===== config.mk =====
export PLATFORM = sky130hd
export DESIGN_NAME = router_pkt_rx_flat
export DESIGN_NICKNAME = d
export VERILOG_FILES = /design/src/rtl/router_pkt_rx_pkg.sv /design/src/rtl/router_pkt_rx_if.sv /design/src/rtl/router_pkt_rx_stats.sv /design/src/rtl/router_pkt_rx.sv /design/src/flat_wrapper.sv
export SDC_FILE = /design/constraint.sdc
export NUM_CORES = 1
export LEC_CHECK = 0
export BUFFER_PORTS_ARGS = -buffer_cell sky130_fd_sc_hd__buf_4
export CAP_MARGIN = 20
export CELL_PAD_IN_SITES_DETAIL_PLACEMENT = 0
export CELL_PAD_IN_SITES_GLOBAL_PLACEMENT = 1
export CORE_ASPECT_RATIO = 1.75
export CORE_UTILIZATION = 27
export CTS_BUF_LIST = sky130_fd_sc_hd__clkbuf_4
export DETAILED_ROUTE_END_ITERATION = 12
export PLACE_DENSITY = 0.67
export SLEW_MARGIN = 20
export SYNTH_ARGS = -nofsm -noshare
export SYNTH_HDL_FRONTEND = slang
export SYNTH_SLANG_ARGS = --single-unit

===== constraint.sdc =====
create_clock -name clock -period 1.7 [get_ports clock]
set_input_delay 0.17 -clock clock [delete_from_list [all_inputs] [get_ports clock]]
set_output_delay 0.17 -clock clock [all_outputs]
set_load 0.01 [all_outputs]

===== src/rtl/router_pkt_rx_pkg.sv =====
// rtl/router_pkt_rx_pkg.sv - shared types and header field layout for the router port packet receiver
package router_pkt_rx_pkg;

    typedef enum logic [1:0] {
        IDLE = 2'd0,
        HDR  = 2'd1,
        BODY = 2'd2
    } state_e;

    localparam int LEN_MSB = 7;
    localparam int LEN_LSB = 2;
    localparam int ADDR_W  = 2;
    localparam int LEN_W   = LEN_MSB - LEN_LSB + 1;
    localparam int CNT_W   = 16;

endpackage


===== src/rtl/router_pkt_rx_if.sv =====
// rtl/router_pkt_rx_if.sv - FIFO read handshake and consumer-side packet signals of the receiver
interface router_pkt_rx_if;
    import router_pkt_rx_pkg::*;

    logic              vld_out;
    logic [7:0]        data_out;
    logic              read_enb;
    logic              rx_hold;
    logic              pl_valid;
    logic [7:0]        pl_data;
    logic              pkt_done;
    logic              pkt_err;
    logic              pkt_abort;
    logic [ADDR_W-1:0] pkt_addr;
    logic [LEN_W-1:0]  pkt_len;
    logic [CNT_W-1:0]  pkt_cnt;
    logic [CNT_W-1:0]  err_cnt;

    modport master (
        input  vld_out, data_out, rx_hold,
        output read_enb, pl_valid, pl_data, pkt_done, pkt_err, pkt_abort,
               pkt_addr, pkt_len, pkt_cnt, err_cnt
    );

    modport slave (
        output vld_out, data_out, rx_hold,
        input  read_enb, pl_valid, pl_data, pkt_done, pkt_err, pkt_abort,
               pkt_addr, pkt_len, pkt_cnt, err_cnt
    );

endinterface


===== src/rtl/router_pkt_rx_stats.sv =====
// rtl/router_pkt_rx_stats.sv - saturating good/error packet counters, built only with ROUTER_PKT_RX_STATS_EN
`ifdef ROUTER_PKT_RX_STATS_EN
module router_pkt_rx_stats
    import router_pkt_rx_pkg::*;
(
    input  logic             clock,
    input  logic             resetn,
    input  logic             done_i,
    input  logic             err_i,
    input  logic             abort_i,
    output logic [CNT_W-1:0] pkt_cnt_o,
    output logic [CNT_W-1:0] err_cnt_o
);

    logic [CNT_W-1:0] pkt_cnt_q;
    logic [CNT_W-1:0] err_cnt_q;

    always_ff @(posedge clock or negedge resetn) begin
        if (!resetn) begin
            pkt_cnt_q <= '0;
            err_cnt_q <= '0;
        end else begin
            if (done_i && !err_i && (pkt_cnt_q != '1))
                pkt_cnt_q <= pkt_cnt_q + 1'b1;
            if (((done_i && err_i) || abort_i) && (err_cnt_q != '1))
                err_cnt_q <= err_cnt_q + 1'b1;
        end
    end

    assign pkt_cnt_o = pkt_cnt_q;
    assign err_cnt_o = err_cnt_q;

endmodule
`endif


===== src/rtl/router_pkt_rx.sv =====
// rtl/router_pkt_rx.sv - router1x3 output-port packet receiver: header/payload/parity parse with read timeout
// Optional saturating statistics counters under ROUTER_PKT_RX_STATS_EN.
module router_pkt_rx
    import router_pkt_rx_pkg::*;
#(
    parameter int TIMEOUT = 32
) (
    input  logic         clock,
    input  logic         resetn,
    router_pkt_rx_if.master bus
);

    localparam logic [7:0] TMO_LIM = 8'(TIMEOUT);

    state_e            state_q, state_d;
    logic              rd_pend_q, rd_pend_d;
    logic [6:0]        rd_left_q, rd_left_d;
    logic [6:0]        cap_left_q, cap_left_d;
    logic [7:0]        par_q, par_d;
    logic [7:0]        tmo_q, tmo_d;
    logic              pl_valid_q, pl_valid_d;
    logic [7:0]        pl_data_q, pl_data_d;
    logic              done_q, done_d;
    logic              err_q, err_d;
    logic              abort_q, abort_d;
    logic [ADDR_W-1:0] addr_q, addr_d;
    logic [LEN_W-1:0]  len_q, len_d;
    logic              rd_req;
    logic              tmo_hit;

    // A pending read always wins over the timeout so an in-flight byte is never lost.
    assign tmo_hit = (state_q != IDLE) && !rd_pend_q && (tmo_q >= TMO_LIM);

    always_comb begin
        state_d    = state_q;
        rd_left_d  = rd_left_q;
        cap_left_d = cap_left_q;
        par_d      = par_q;
        tmo_d      = tmo_q + 8'd1;
        pl_valid_d = 1'b0;
        pl_data_d  = pl_data_q;
        done_d     = 1'b0;
        err_d      = 1'b0;
        abort_d    = 1'b0;
        addr_d     = addr_q;
        len_d      = len_q;
        rd_req     = 1'b0;
        case (state_q)
            IDLE: begin
                tmo_d  = '0;
                rd_req = bus.vld_out && !bus.rx_hold && !rd_pend_q;
                if (rd_req && bus.vld_out)
                    state_d = HDR;
            end
            HDR: begin
                if (rd_pend_q) begin
                    addr_d     = bus.data_out[ADDR_W-1:0];
                    len_d      = bus.data_out[LEN_MSB:LEN_LSB];
                    par_d      = bus.data_out;
                    rd_left_d  = 7'(bus.data_out[LEN_MSB:LEN_LSB]) + 7'd1;
                    cap_left_d = 7'(bus.data_out[LEN_MSB:LEN_LSB]) + 7'd1;
                    tmo_d      = '0;
                    state_d    = BODY;
                end
            end
            BODY: begin
                rd_req = bus.vld_out && !bus.rx_hold && (rd_left_q != '0) && !tmo_hit;
                if (rd_req && bus.vld_out)
                    rd_left_d = rd_left_q - 7'd1;
                if (rd_pend_q) begin
                    tmo_d      = '0;
                    cap_left_d = cap_left_q - 7'd1;
                    if (cap_left_q > 7'd1) begin
                        par_d      = par_q ^ bus.data_out;
                        pl_valid_d = 1'b1;
                        pl_data_d  = bus.data_out;
                    end else begin
                        done_d  = 1'b1;
                        err_d   = (bus.data_out != par_q);
                        state_d = IDLE;
                    end
                end
            end
            default: state_d = IDLE;
        endcase
        if (tmo_hit) begin
            abort_d    = 1'b1;
            rd_left_d  = '0;
            cap_left_d = '0;
            tmo_d      = '0;
            state_d    = IDLE;
        end
        rd_pend_d = rd_req && bus.vld_out;
    end

    always_ff @(posedge clock or negedge resetn) begin
        if (!resetn) begin
            state_q    <= IDLE;
            rd_pend_q  <= 1'b0;
            rd_left_q  <= '0;
            cap_left_q <= '0;
            par_q      <= '0;
            tmo_q      <= '0;
            pl_valid_q <= 1'b0;
            pl_data_q  <= '0;
            done_q     <= 1'b0;
            err_q      <= 1'b0;
            abort_q    <= 1'b0;
            addr_q     <= '0;
            len_q      <= '0;
        end else begin
            state_q    <= state_d;
            rd_pend_q  <= rd_pend_d;
            rd_left_q  <= rd_left_d;
            cap_left_q <= cap_left_d;
            par_q      <= par_d;
            tmo_q      <= tmo_d;
            pl_valid_q <= pl_valid_d;
            pl_data_q  <= pl_data_d;
            done_q     <= done_d;
            err_q      <= err_d;
            abort_q    <= abort_d;
            addr_q     <= addr_d;
            len_q      <= len_d;
        end
    end

    assign bus.read_enb  = rd_req && resetn;
    assign bus.pl_valid  = pl_valid_q;
    assign bus.pl_data   = pl_data_q;
    assign bus.pkt_done  = done_q;
    assign bus.pkt_err   = err_q;
    assign bus.pkt_abort = abort_q;
    assign bus.pkt_addr  = addr_q;
    assign bus.pkt_len   = len_q;

`ifdef ROUTER_PKT_RX_STATS_EN
    router_pkt_rx_stats u_stats (
        .clock     (clock),
        .resetn    (resetn),
        .done_i    (done_q),
        .err_i     (err_q),
        .abort_i   (abort_q),
        .pkt_cnt_o (bus.pkt_cnt),
        .err_cnt_o (bus.err_cnt)
    );
`else
    assign bus.pkt_cnt = '0;
    assign bus.err_cnt = '0;
`endif

endmodule


===== src/flat_wrapper.sv =====
// flat-port wrapper written by rule: the top's interface ports become plain ports
module router_pkt_rx_flat import router_pkt_rx_pkg::*;
#(
    parameter int TIMEOUT = 32
)
  (clock, resetn, bus_vld_out, bus_data_out, bus_rx_hold, bus_read_enb, bus_pl_valid, bus_pl_data, bus_pkt_done, bus_pkt_err, bus_pkt_abort, bus_pkt_addr, bus_pkt_len, bus_pkt_cnt, bus_err_cnt);
  router_pkt_rx_if bus_i ();
  input  logic clock;
  input  logic resetn;
  input wire logic [$bits(bus_i.vld_out)-1:0] bus_vld_out;
  input wire logic [$bits(bus_i.data_out)-1:0] bus_data_out;
  input wire logic [$bits(bus_i.rx_hold)-1:0] bus_rx_hold;
  output wire logic [$bits(bus_i.read_enb)-1:0] bus_read_enb;
  output wire logic [$bits(bus_i.pl_valid)-1:0] bus_pl_valid;
  output wire logic [$bits(bus_i.pl_data)-1:0] bus_pl_data;
  output wire logic [$bits(bus_i.pkt_done)-1:0] bus_pkt_done;
  output wire logic [$bits(bus_i.pkt_err)-1:0] bus_pkt_err;
  output wire logic [$bits(bus_i.pkt_abort)-1:0] bus_pkt_abort;
  output wire logic [$bits(bus_i.pkt_addr)-1:0] bus_pkt_addr;
  output wire logic [$bits(bus_i.pkt_len)-1:0] bus_pkt_len;
  output wire logic [$bits(bus_i.pkt_cnt)-1:0] bus_pkt_cnt;
  output wire logic [$bits(bus_i.err_cnt)-1:0] bus_err_cnt;
  assign bus_i.vld_out = bus_vld_out;
  assign bus_i.data_out = bus_data_out;
  assign bus_i.rx_hold = bus_rx_hold;
  assign bus_read_enb = bus_i.read_enb;
  assign bus_pl_valid = bus_i.pl_valid;
  assign bus_pl_data = bus_i.pl_data;
  assign bus_pkt_done = bus_i.pkt_done;
  assign bus_pkt_err = bus_i.pkt_err;
  assign bus_pkt_abort = bus_i.pkt_abort;
  assign bus_pkt_addr = bus_i.pkt_addr;
  assign bus_pkt_len = bus_i.pkt_len;
  assign bus_pkt_cnt = bus_i.pkt_cnt;
  assign bus_err_cnt = bus_i.err_cnt;
  router_pkt_rx #(.TIMEOUT(TIMEOUT)) u_core (.clock(clock), .resetn(resetn), .bus(bus_i));
endmodule

==> results.cfg <==
[outcome]
outcome = finished with violations
violations = DRC, setup timing

[worst_hold_path]
min_path_type = in -> reg

[yosys]
synth_simple_gate_area_share_pct = 14.5
synth_common_cells = dfrtp_1 (53), buf_4 (33), a21oi_1 (26), nand2_1 (23), nor2_1 (20)
syn_avg_cell_area_um2 = 9.58
synth_fa_ha_area_share_pct = 4.64
yosys_register_bits = 53
ys_warn_count = 0
post-synth-top-count-cell = dfrtp_1
yosys.cell_types.count = 60
synthArstFlopShare_pct = 100
synth-seq-area-share_pct = 41.0
synthCells = 338
netlist_area_um2 = 3240
yosysTopAreaCell = dfrtp_1
synth_ff_type = dfrtp_1
synth_xor_area_share_pct = 4.60
synth_compound_area_share_pct = 18.3
netlist_top_cells_area = dfrtp_1 (41%), buf_4 (7.7%), mux2_2 (5.2%)
synth-edff-count = 0
yosys.area.top_type_share_pct = 41.0
synth_top_family_by_area = compound AO/OA/AOI/OAI gates
synthMuxAreaShare_pct = 5.53

[final_layout]
fin_nets = 471
layout-drive-gt1-share_pct = 48.2
fin_cells = 584
area_growth_pct = 46.6
n_fill_cell = 1119
fin_util_pct = 40.7

[floorplan]
die_y_um = 147
start_util_pct = 27.8
die_w_um = 84.8
rows = 52
dieArea_um2 = 12400
ios = 65
core_area_um2 = 11600

[route]
dr.pass1.iters = 8
drt_iter0_drc = 180
route.final.wire_length_um = 9690
viasPerCell = 5.02
wl_per_cell_um = 16.6
ant_nets = 0
drc = 5
dr_total_vias = 2934

[sta]
max_freq_mhz = 453
rsz0062_at_grt = yes
timing.final.crit_period_ps = 2210
hold_viol = 0
finClkSkew_ps = 29.6
finalWorstSetupSlack_ps = -507
period_share_pct = 130
setup_tns_ps = -4700
finalSetupViolCount = 20
maxSlewViolCount = 0

[worst_setup_path]
crit_path_start_kind = flip-flop
slowest_stage = or4b_4
critPathMaxFanout = 2
cp_num_buf_inv = 2
worstPathRequired_ps = 1530
path_cells = inv_2, ha_4, or4b_4, o21ai_2, a2bb2oi_2, nor3b_2, buf_4
critPathKind = reg -> out
cp-end-kind = output pin
cp_top_family = simple AND/OR/NAND/NOR gates
slowest_delay_ps = 460
cp_data_arrival_time_ps = 2040

[clocking]
clkLatencyLatePin_ps = 400
htree_levels = 2
cts_num_sinks = 53
tritoncts = done
cts_buffers = 5
cts_root_buf = clkbuf_4
cts.reportedPaths.clkPinSlew_ps = 180
clock_path_buffers = 2

[flow_run]
drv_cap = 0

[placed_design]
gp_congestion = 0.888
place.port_buffers = 32
dp_worst_setup_slack_ps = -193
place_hpwl_um = 6860
dp_cells = 550

[pwr]
p_per_area_nw_per_um2 = 1840
peakVddDrop_mv = 0.825
leakage_nw = 2.11

[global_routing]
grt_use_total_pct = 16.1
grt_antenna_before_repair = 1
grt_pass1_wl_um = 15500
first_global_vias = 3000
grt_max_degree = 54
grt.overflow.total = 0
-- where the power goes --
part           internal (W)  total (W)  leakage (nW)  switching (W)
registers           0.00178    0.00222         0.657       0.000432
clock network      0.000305   0.000742        0.0389       0.000437
logic               0.00297    0.00576          1.41        0.00278
-- final cells by class --
type	count	area [um^2]	share of cell area, %
Multi-Input combinational cell	253	2110	44.5
Timing Repair Buffer	117	986	20.8
Clock inverter	3	41.3	0.870
Inverter	17	68.8	1.45
Antenna cell	1	2.50	0.0527
Sequential cell	53	1330	28.0
Clock buffer	5	37.5	0.791
Tap cell	135	169	3.56
-- state kept, by name, summed over array words and instances (netlist names) --
signal / flops
u_core.rd_left_q: 7
u_core.bus.pl_data: 8
u_core.bus.pkt_addr: 2
u_core.bus.pkt_done: 1
u_core.bus.pl_valid: 1
u_core.cap_left_q: 7
u_core.tmo_q: 8
u_core.par_q: 8
u_core.state_q: 2
u_core.bus.pkt_len: 6
u_core.rd_pend_q: 1
u_core.bus.pkt_abort: 1
u_core.bus.pkt_err: 1
-- placed cells by master (no fill, tap or decap), types with 3 or more instances in the layout --
cell type and instances:
mux2_2 7, nand4_1 7, ha_1 6, o21ai_0 6, nor3_1 8, a21oi_2 12
o22ai_2 3, inv_2 5, nor3_2 3, a211oi_2 5, nand3_1 6, o22ai_1 4
a21oi_1 13, o21ai_2 3, buf_12 3, buf_4 95, mux2_4 8, clkbuf_4 5
conb_1 32, nor2_1 20, inv_1 10, xor2_1 11, nand2_1 18, nand2_4 3
xnor2_1 6, ha_4 4, dfrtp_1 53, buf_6 18
-- logic make-up (layout without fill, tap and decap cells) --
group	count (synthesis)	count (layout)
flops	53	53
buf+inv	63	142
other cells	1	33
compound gates	85	85
simple gates	91	91
fa+ha+maj	12	12
mux	16	16
xor+xnor	17	17
-- layer usage --
metal	GRT usage [%]	routed length (um)
met1	17.3	3620
met2	29.6	5160
met3	1.91	329
met4	9.49	569
met5	0	0
-- final timing paths --
kind	end	slack, ps	from	cells past startpoint
setup reg to reg	u_core.rd_left_q[5]$_DFFE_PN0P_	-430	u_core.rd_left_q[1]$_DFFE_PN0P_	9
min in group asynchronous	u_core.rd_left_q[0]$_DFFE_PN0P_	320	resetn	3
max in group asynchronous	u_core.bus.pl_data[1]$_DFFE_PN0P_	1110	resetn	3
hold reg to reg	u_core.tmo_q[0]$_DFF_PN0_	500	u_core.tmo_q[0]$_DFF_PN0_	1
setup / recovery	bus_read_enb	-510	u_core.rd_left_q[1]$_DFFE_PN0P_	7
hold / removal	u_core.bus.pl_data[0]$_DFFE_PN0P_	60	bus_data_out[0]	2
-- stage by stage --
step                hold slack, ps  instance area [um^2]  total power, W
floorplan                     -126                  3390         0.00451
detailed placement             241                  3970         0.00631
global placement               242                  3970         0.00623
finish                        58.2                  4740         0.00872
CTS                           19.7                  4530         0.00811
global route                  39.3                  4740         0.00930
-- timing repair --
item	4_1_cts	5_1_grt
pin swaps	20	28
endpoints found under the setup margin	33	42
gates cloned	1	0
buffers inserted	21	13
gates resized for setup	65	51
hold endpoints to repair	53	0
hold buffers	1	0
Note: power is estimated with default switching activity, not from simulation.
